## src/rtl/dly_pkg.sv

```systemverilog
// dly_pkg: shared definitions for the delay-line tap control blocks.
//   tap_state_t     : tap controller FSM states
//   VOTE_*          : encoding of one filtered phase-detector vote
//   therm_bit()     : one bit of a thermometer code, shared with other
//                     delay-line blocks that drive cell select vectors
package dly_pkg;

    typedef enum logic [1:0] {
        ST_IDLE   = 2'd0,
        ST_TRACK  = 2'd1,
        ST_SETTLE = 2'd2,
        ST_LOCKED = 2'd3
    } tap_state_t;

    localparam logic [1:0] VOTE_HOLD = 2'b00;
    localparam logic [1:0] VOTE_UP   = 2'b01;
    localparam logic [1:0] VOTE_DN   = 2'b10;

    // Bit idx of the thermometer code for "level" cells selected:
    // cells 0..level-1 are engaged, i.e. value (1 << level) - 1.
    function automatic logic therm_bit(input int idx, input int level);
        return (idx < level);
    endfunction

endpackage

```

## src/rtl/dly_tap_filt.sv

```systemverilog
// dly_tap_filt: early/late vote accumulator with threshold compare.
//   i_clk, i_rstn     : clock, asynchronous active-low reset
//   i_clr             : synchronous clear of the accumulator
//   i_vote            : VOTE_UP / VOTE_DN / VOTE_HOLD for this cycle
//   o_step_up/o_step_dn : combinational pulses, high in the cycle whose
//                       vote brings the accumulator to +/-FILT_TH, so the
//                       code register can step on that same edge
module dly_tap_filt
    import dly_pkg::*;
#(
    parameter int FILT_TH = 8
) (
    input  logic       i_clk,
    input  logic       i_rstn,
    input  logic       i_clr,
    input  logic [1:0] i_vote,
    output logic       o_step_up,
    output logic       o_step_dn
);

    // One spare bit beyond +FILT_TH so that -FILT_TH is representable.
    localparam int ACC_W = $clog2(FILT_TH + 1) + 1;

    localparam logic signed [ACC_W-1:0] ONE    = ACC_W'(1);
    localparam logic signed [ACC_W-1:0] TH_POS = ACC_W'(FILT_TH);
    localparam logic signed [ACC_W-1:0] TH_NEG = -TH_POS;

    logic signed [ACC_W-1:0] acc_reg;
    logic signed [ACC_W-1:0] acc_sum;

    always_comb begin
        acc_sum = acc_reg;
        case (i_vote)
            VOTE_UP: acc_sum = acc_reg + ONE;
            VOTE_DN: acc_sum = acc_reg - ONE;
            default: acc_sum = acc_reg;
        endcase
    end

    // The accumulator never rests at +/-FILT_TH, so equality is sufficient.
    assign o_step_up = (acc_sum == TH_POS);
    assign o_step_dn = (acc_sum == TH_NEG);

    always_ff @(posedge i_clk or negedge i_rstn) begin
        if (!i_rstn) begin
            acc_reg <= '0;
        end else if (i_clr || o_step_up || o_step_dn) begin
            acc_reg <= '0;
        end else begin
            acc_reg <= acc_sum;
        end
    end

endmodule

```

## src/rtl/dly_tap_ctrl.sv

```systemverilog
// dly_tap_ctrl: DLL tap controller. Filters early/late PD samples and
// steps a mixed-radix (coarse, fine) tap code driving the delay cells.
//   i_clk, i_rstn        : clock, asynchronous active-low reset
//   i_en                 : tracking enable (0 -> IDLE, code held)
//   i_pd_vld/up/dn       : phase-detector sample
//   o_sel_fine/coarse    : thermometer select vectors for the cells
//   o_code               : linear code coarse*(N_FINE+1)+fine
//   o_locked             : lock flag
//   o_sat_hi / o_sat_lo  : code at maximum / minimum
// Optional: define DLY_TAP_CTRL_OVR_EN to add i_ovr_vld / i_ovr_code,
// a direct code load (clamped to maximum) that wins over PD steps.
module dly_tap_ctrl
    import dly_pkg::*;
#(
    parameter int N_COARSE = 8,
    parameter int N_FINE   = 4,
    parameter int FILT_TH  = 8,
    parameter int SETTLE   = 4,
    parameter int LOCK_CNT = 16,
    localparam int CODE_W  = $clog2((N_COARSE + 1) * (N_FINE + 1))
) (
    input  logic                i_clk,
    input  logic                i_rstn,
    input  logic                i_en,
    input  logic                i_pd_vld,
    input  logic                i_pd_up,
    input  logic                i_pd_dn,
`ifdef DLY_TAP_CTRL_OVR_EN
    input  logic                i_ovr_vld,
    input  logic [CODE_W-1:0]   i_ovr_code,
`endif
    output logic [N_FINE-1:0]   o_sel_fine,
    output logic [N_COARSE-1:0] o_sel_coarse,
    output logic [CODE_W-1:0]   o_code,
    output logic                o_locked,
    output logic                o_sat_hi,
    output logic                o_sat_lo
);

    localparam int CW  = $clog2(N_COARSE + 1);
    localparam int FW  = $clog2(N_FINE + 1);
    localparam int LCW = $clog2(LOCK_CNT + 1);
    localparam int SW  = $clog2(SETTLE + 1);

    localparam logic [CW-1:0]  COARSE_MAX = CW'(N_COARSE);
    localparam logic [FW-1:0]  FINE_MAX   = FW'(N_FINE);
    localparam logic [LCW-1:0] LOCK_MAX   = LCW'(LOCK_CNT);

    tap_state_t          state_reg;
    logic [CW-1:0]       coarse_reg, coarse_next;
    logic [FW-1:0]       fine_reg, fine_next;
    logic [LCW-1:0]      lock_cnt_reg;
    logic [SW-1:0]       settle_cnt_reg;
    logic                locked_reg;
    logic                last_vld_reg;   // a step has been seen since lock
    logic                last_up_reg;    // direction of that step
    logic [N_FINE-1:0]   sel_fine_reg, sel_fine_next;
    logic [N_COARSE-1:0] sel_coarse_reg, sel_coarse_next;
    logic [CODE_W-1:0]   code_reg, code_next;
    logic                sat_hi_reg, sat_lo_reg;

    logic       sample_vld;
    logic [1:0] vote;
    logic       filt_up, filt_dn;
    logic       at_max, at_min;
    logic       do_up, do_dn;
    logic       ovr_vld;
    logic [CW-1:0] ovr_coarse;
    logic [FW-1:0] ovr_fine;

`ifdef DLY_TAP_CTRL_OVR_EN
    localparam logic [CODE_W-1:0] CODE_MAX = CODE_W'(N_COARSE * (N_FINE + 1) + N_FINE);
    logic [CODE_W-1:0] ovr_clamped;
    assign ovr_vld     = i_ovr_vld;
    assign ovr_clamped = (i_ovr_code > CODE_MAX) ? CODE_MAX : i_ovr_code;
    assign ovr_coarse  = CW'(ovr_clamped / CODE_W'(N_FINE + 1));
    assign ovr_fine    = FW'(ovr_clamped % CODE_W'(N_FINE + 1));
`else
    assign ovr_vld    = 1'b0;
    assign ovr_coarse = '0;
    assign ovr_fine   = '0;
`endif

    // PD samples only count while tracking; SETTLE and IDLE discard them.
    assign sample_vld = i_en && i_pd_vld &&
                        (state_reg == ST_TRACK || state_reg == ST_LOCKED);

    always_comb begin
        vote = VOTE_HOLD;
        if (sample_vld) begin
            if (i_pd_up && !i_pd_dn) begin
                vote = VOTE_UP;
            end else if (i_pd_dn && !i_pd_up) begin
                vote = VOTE_DN;
            end
        end
    end

    dly_tap_filt #(
        .FILT_TH (FILT_TH)
    ) u_filt (
        .i_clk     (i_clk),
        .i_rstn    (i_rstn),
        .i_clr     (ovr_vld || !i_en),
        .i_vote    (vote),
        .o_step_up (filt_up),
        .o_step_dn (filt_dn)
    );

    assign at_max = (coarse_reg == COARSE_MAX) && (fine_reg == FINE_MAX);
    assign at_min = (coarse_reg == '0) && (fine_reg == '0);
    // A threshold hit at a saturated end is absorbed: not a step.
    assign do_up  = filt_up && !at_max && !ovr_vld;
    assign do_dn  = filt_dn && !at_min && !ovr_vld;

    always_comb begin
        coarse_next = coarse_reg;
        fine_next   = fine_reg;
        if (ovr_vld) begin
            coarse_next = ovr_coarse;
            fine_next   = ovr_fine;
        end else if (do_up) begin
            if (fine_reg != FINE_MAX) begin
                fine_next = fine_reg + FW'(1);
            end else begin
                fine_next   = '0;
                coarse_next = coarse_reg + CW'(1);
            end
        end else if (do_dn) begin
            if (fine_reg != '0) begin
                fine_next = fine_reg - FW'(1);
            end else begin
                fine_next   = FINE_MAX;
                coarse_next = coarse_reg - CW'(1);
            end
        end
        code_next = CODE_W'(int'(coarse_next) * (N_FINE + 1) + int'(fine_next));
    end

    // Select vectors are built from the next code so that every output
    // register updates on the same edge as the code itself.
    for (genvar gi = 0; gi < N_FINE; gi++) begin : g_sel_fine
        assign sel_fine_next[gi] = therm_bit(gi, int'(fine_next));
    end
    for (genvar gi = 0; gi < N_COARSE; gi++) begin : g_sel_coarse
        assign sel_coarse_next[gi] = therm_bit(gi, int'(coarse_next));
    end

    always_ff @(posedge i_clk or negedge i_rstn) begin
        if (!i_rstn) begin
            state_reg      <= ST_IDLE;
            coarse_reg     <= '0;
            fine_reg       <= '0;
            lock_cnt_reg   <= '0;
            settle_cnt_reg <= '0;
            locked_reg     <= 1'b0;
            last_vld_reg   <= 1'b0;
            last_up_reg    <= 1'b0;
            sel_fine_reg   <= '0;
            sel_coarse_reg <= '0;
            code_reg       <= '0;
            sat_hi_reg     <= 1'b0;
            sat_lo_reg     <= 1'b1;
        end else begin
            coarse_reg     <= coarse_next;
            fine_reg       <= fine_next;
            sel_fine_reg   <= sel_fine_next;
            sel_coarse_reg <= sel_coarse_next;
            code_reg       <= code_next;
            sat_hi_reg     <= (coarse_next == COARSE_MAX) && (fine_next == FINE_MAX);
            sat_lo_reg     <= (coarse_next == '0) && (fine_next == '0);

            if (ovr_vld) begin
                lock_cnt_reg   <= '0;
                settle_cnt_reg <= '0;
                locked_reg     <= 1'b0;
                last_vld_reg   <= 1'b0;
                state_reg      <= i_en ? ST_SETTLE : ST_IDLE;
            end else if (!i_en) begin
                lock_cnt_reg   <= '0;
                settle_cnt_reg <= '0;
                locked_reg     <= 1'b0;
                last_vld_reg   <= 1'b0;
                state_reg      <= ST_IDLE;
            end else begin
                case (state_reg)
                    ST_IDLE: begin
                        state_reg <= ST_TRACK;
                    end
                    ST_TRACK, ST_LOCKED: begin
                        if (do_up || do_dn) begin
                            lock_cnt_reg   <= '0;
                            settle_cnt_reg <= '0;
                            state_reg      <= ST_SETTLE;
                            // Dither (alternating steps) keeps lock; two
                            // steps in a row the same way mean real drift.
                            if (locked_reg && last_vld_reg && (last_up_reg == do_up)) begin
                                locked_reg   <= 1'b0;
                                last_vld_reg <= 1'b0;
                            end else begin
                                last_vld_reg <= 1'b1;
                                last_up_reg  <= do_up;
                            end
                        end else if (sample_vld) begin
                            if (lock_cnt_reg != LOCK_MAX) begin
                                lock_cnt_reg <= lock_cnt_reg + LCW'(1);
                            end
                            if (!locked_reg && (lock_cnt_reg >= LOCK_MAX - LCW'(1))) begin
                                locked_reg   <= 1'b1;
                                last_vld_reg <= 1'b0;
                                state_reg    <= ST_LOCKED;
                            end
                        end
                    end
                    ST_SETTLE: begin
                        if (settle_cnt_reg == SW'(SETTLE - 1)) begin
                            settle_cnt_reg <= '0;
                            state_reg      <= locked_reg ? ST_LOCKED : ST_TRACK;
                        end else begin
                            settle_cnt_reg <= settle_cnt_reg + SW'(1);
                        end
                    end
                    default: state_reg <= ST_IDLE;
                endcase
            end
        end
    end

    assign o_sel_fine   = sel_fine_reg;
    assign o_sel_coarse = sel_coarse_reg;
    assign o_code       = code_reg;
    assign o_locked     = locked_reg;
    assign o_sat_hi     = sat_hi_reg;
    assign o_sat_lo     = sat_lo_reg;

endmodule

```

## config.mk

```make
export PLATFORM = sky130hd
export DESIGN_NAME = dly_tap_ctrl
export DESIGN_NICKNAME = d
export VERILOG_FILES = /design/src/rtl/dly_pkg.sv /design/src/rtl/dly_tap_filt.sv /design/src/rtl/dly_tap_ctrl.sv
export SDC_FILE = /design/constraint.sdc
export NUM_CORES = 1
export LEC_CHECK = 0
export CAP_MARGIN = 20
export CORE_MARGIN = 5
export CORE_UTILIZATION = 64
export CTS_BUF_LIST = sky130_fd_sc_hd__clkbuf_4
export DETAILED_ROUTE_END_ITERATION = 8
export PLACE_DENSITY = 0.88
export SYNTH_ARGS = -nofsm -noshare
export SYNTH_HDL_FRONTEND = slang
export SYNTH_SLANG_ARGS = --single-unit
```

## constraint.sdc

```tcl
create_clock -name i_clk -period 11.8 [get_ports i_clk]
set_clock_uncertainty 0.15 [all_clocks]
set_input_delay 2.36 -clock i_clk [delete_from_list [all_inputs] [get_ports i_clk]]
set_output_delay 2.36 -clock i_clk [all_outputs]
set_load 0.01 [all_outputs]
```

==> impl_metrics.csv <==
group,metric,value,unit
cells_and_area,nNetsFinal,325,
sta,hold_viol,0,
placed_design,dp_hpwl,4090,µm
cells_and_area,largest_register_ffs,7,
grt,grt_use_total,21.7,%
logic_synthesis,ys.flop_type,"dfrtp_1",
cells_and_area,stdcell_count,345,
logic_synthesis,ys_ff_latch,43,
power_and_ir_drop,seq_power_share,57.1,%
logic_synthesis,async_flop_share,100,%
die,dieWidth,75.1,µm
cells_and_area,final_cell_mix,"42 x dfrtp_1, 27 x inv_1, 25 x clkdlybuf4s50_1",
clocking,cts_sinks,43,
power_and_ir_drop,total_leakage_power,1.35,nW
critical_path,start_kind,"input port",
logic_synthesis,yosysTopAreaCellShare,38.8,%
grt,overflow,0,
critical_path,worstSetupEndpointType,"flip-flop",
power_and_ir_drop,p_clk_share,25.8,%
logic_synthesis,synth_area,0.00271,mm²
detailed_routing,drt.antenna.violating_nets,0,
sta,finalSetupViolCount,0,
cells_and_area,fillCellCount,283,
logic_synthesis,synth-edff-count,0,
cells_and_area,fin_util,74.3,%
job,maxCapViolations,0,
placed_design,io_buffers,26,
clocking,clock-root-buffer,"clkbuf_4",
clocking,tritoncts,"yes",
die,start_util,66.8,%
sta,slew_viol_final,0,
die,pin_count,27,
sta,fin_ws,3.85,ns
cells_and_area,layout_commonest_cell,"dfrtp_1",
detailed_routing,drt-initial-drc-count,161,
clocking,cts.repair.resized,0,
logic_synthesis,seq_area_frac_synth,39.8,%
die,coreArea,0.00406,mm²
power_and_ir_drop,power_density,92.8,mW/mm²
sta,finalCriticalPeriod,7.95,ns
detailed_routing,drc,0,
sta,rsz0062_at_grt,"no",
logic_synthesis,yosysUniqueCellTypes,70,
power_and_ir_drop,p_int,0.201,mW
grt,antenna_found_initial,0,
die,die_area,0.00563,mm²
cells_and_area,syn2layout_area_growth,11.2,%
detailed_routing,vias,2127,
power_and_ir_drop,vdd_drop_max,0.0866,mV
status,outcome,"finished, final reports clean",
clocking,htree_levels,2,
logic_synthesis,syn_area_per_cell,9.96,µm²
sta,worst_pin_slew,0.906,ns
sta,max_freq,0.126,GHz
clocking,cts_made_buffers,5,
placed_design,place_inst,337,
detailed_routing,wl_per_cell,15.8,µm
logic_synthesis,syn_nets,303,
clocking,postCtsHoldBufs,0,
die,rows,23,
sta,post-route-period-util,67.4,%
logic_synthesis,netlist_instances,272,
clocking,clk_path_buf_depth,2,
grt,grt_pass1_vias,2105,
grt,grt_max_degree,44,
sta,tns,0,ns
critical_path,critPathArrivalTime,8.08,ns
hold_path,holdCritPathClass,"reg -> reg",
cells_and_area,n_antenna_cell,0,
clocking,clk_latency,0.35,ns
power_and_ir_drop,finalPower,0.280,mW
clocking,clk_pin_slew,0.13,ns
detailed_routing,drt_wl_total,5450,µm
cells_and_area,drive_gt1_share,9.49,%
critical_path,worst_ep_required_time,11.93,ns
die,die_h,75.1,µm
placed_design,pre_cts_slack,3.55,ns
detailed_routing,drt-pass1-iter-count,4,
sta,relSlewSlack,39.6,%
placed_design,globalplace.congestion,0.952,
clocking,post_cts_buffers,0,
detailed_routing,vias_per_cell,6.17,
logic_synthesis,ys.warnings.count,0,
grt,grt_pass1_wl,9350,µm
power_and_ir_drop,p_switching,0.0781,mW
logic_synthesis,synthTopCellsByArea,"dfrtp_1 39%, ha_1 11%, inv_1 3.7%",
logic_synthesis,yosys.area.top_type,"dfrtp_1",
power_and_ir_drop,p_sw_share,28.0,%
critical_path,crit_type,"in -> reg",
critical_path,worstPathMaxFanout,14,
power_and_ir_drop,p_comb_share,17.0,%
[cell families after synthesis]
| group | after synthesis | share of synthesized area (%) |
|---|---|---|
| muxes | 3 | 1.11 |
| DFF | 43 | 39.8 |
| and+or+nand+nor | 86 | 19.5 |
| AOI/OAI and AO/OA | 68 | 18.5 |
| xor gates and xnor gates | 9 | 2.91 |
| buffers and inverters | 38 | 6.37 |
| adders and majority gates | 25 | 11.8 |
[Yosys cell counts (2+ instances only)]
library cell / number
dfrtp_1: 42
inv_1: 27
ha_1: 24
nor2_1: 15
o21ai_0: 14
nand2_1: 12
a21oi_1: 11
nor3_1: 9
nand3_1: 8
xor2_1: 5
a21o_1: 4
and4_1: 4
nand4_1: 4
xnor2_1: 4
a22oi_1: 3
and2_1: 3
buf_2: 3
buf_4: 3
clkbuf_1: 3
mux2i_1: 3
nand2b_1: 3
nor2b_1: 3
or2_2: 3
or3_1: 3
a211o_1: 2
a211oi_1: 2
a21boi_0: 2
a21oi_2: 2
a41o_1: 2
and3_1: 2
buf_6: 2
nand3b_1: 2
nor3b_1: 2
nor4b_4: 2
o211ai_1: 2
o221ai_1: 2
o22ai_1: 2
[worst paths after layout]
| path | from | end | slack (ns) | cells after the start |
|---|---|---|---|---|
| max | i_en | o_code[5] | 3.85 | 21 |
| min | settle_cnt_reg[2] | settle_cnt_reg[2] | 0.39 | 2 |
| max reg2reg | state_reg[0] | o_code[5] | 6.02 | 20 |
| min reg2reg | settle_cnt_reg[2] | settle_cnt_reg[2] | 0.39 | 2 |
| max in group asynchronous | i_rstn | coarse_reg[3] | 8.96 | 1 |
| min in group asynchronous | i_rstn | fine_reg[2] | 1.97 | 1 |
[power by group through the flow]
stage / logic, mW / registers, mW / clock network, mW
detailed placement: 0.0477 / 0.162 / 0
global route: 0.0537 / 0.161 / 0.0815
global placement: 0.0462 / 0.162 / 0
CTS: 0.0482 / 0.160 / 0.0752
floorplan: 0.0269 / 0.163 / 0
finish: 0.0476 / 0.160 / 0.0722
[layer usage]
| metal | up-vias | part of all wire, % | track usage (%) |
|---|---|---|---|
| met2 | 76 | 49 | 36.2 |
| met4 | 0 | 1.9 | 8.10 |
| li1 | 1032 | - | - |
| met3 | 12 | 6.1 | 5.87 |
| met1 | 1007 | 43 | 26.9 |
| met5 | - | 0 | 0 |
[final cells by class]
cell class	count	area [µm²]	share of cell area, %
clock inverter	2	12.5	0.415
sequential	43	1080	35.8
inverter	27	101	3.36
multi-input combinational	191	1460	48.4
tap	50	62.6	2.08
clock buffer	6	45.0	1.50
timing repair buffer	26	255	8.47
[critical path, cell delays in order]
cell and delay [ns]:
clkdlybuf4s50_1 0.76, nand3_1 0.15, or3b_2 0.48, ha_1 0.34
xor2_1 0.19, ha_1 0.27, a21oi_1 0.17, mux2i_1 0.23
xor2_1 0.32, o211ai_2 0.27, nor3_1 0.40, nor3_1 0.08
a211o_1 0.38, inv_1 0.13, ha_1 0.24, ha_1 0.30
ha_1 0.35, a21o_1 0.18, a21oi_1 0.18, xnor2_1 0.15
xnor2_1 0.13
[per-stage QoR]
| stage | hold slack (ns) | area (µm²) |
|---|---|---|
| 2_1_floorplan | 0.339 | 2710 |
| 3_3_place_gp | 0.361 | 2960 |
| 3_5_place_dp | 0.379 | 2960 |
| 4_1_cts | 0.401 | 3010 |
| 5_1_grt | 0.425 | 3010 |
| 6_report | 0.389 | 3010 |
No activity file was read; power rests on OpenSTA's default activity.
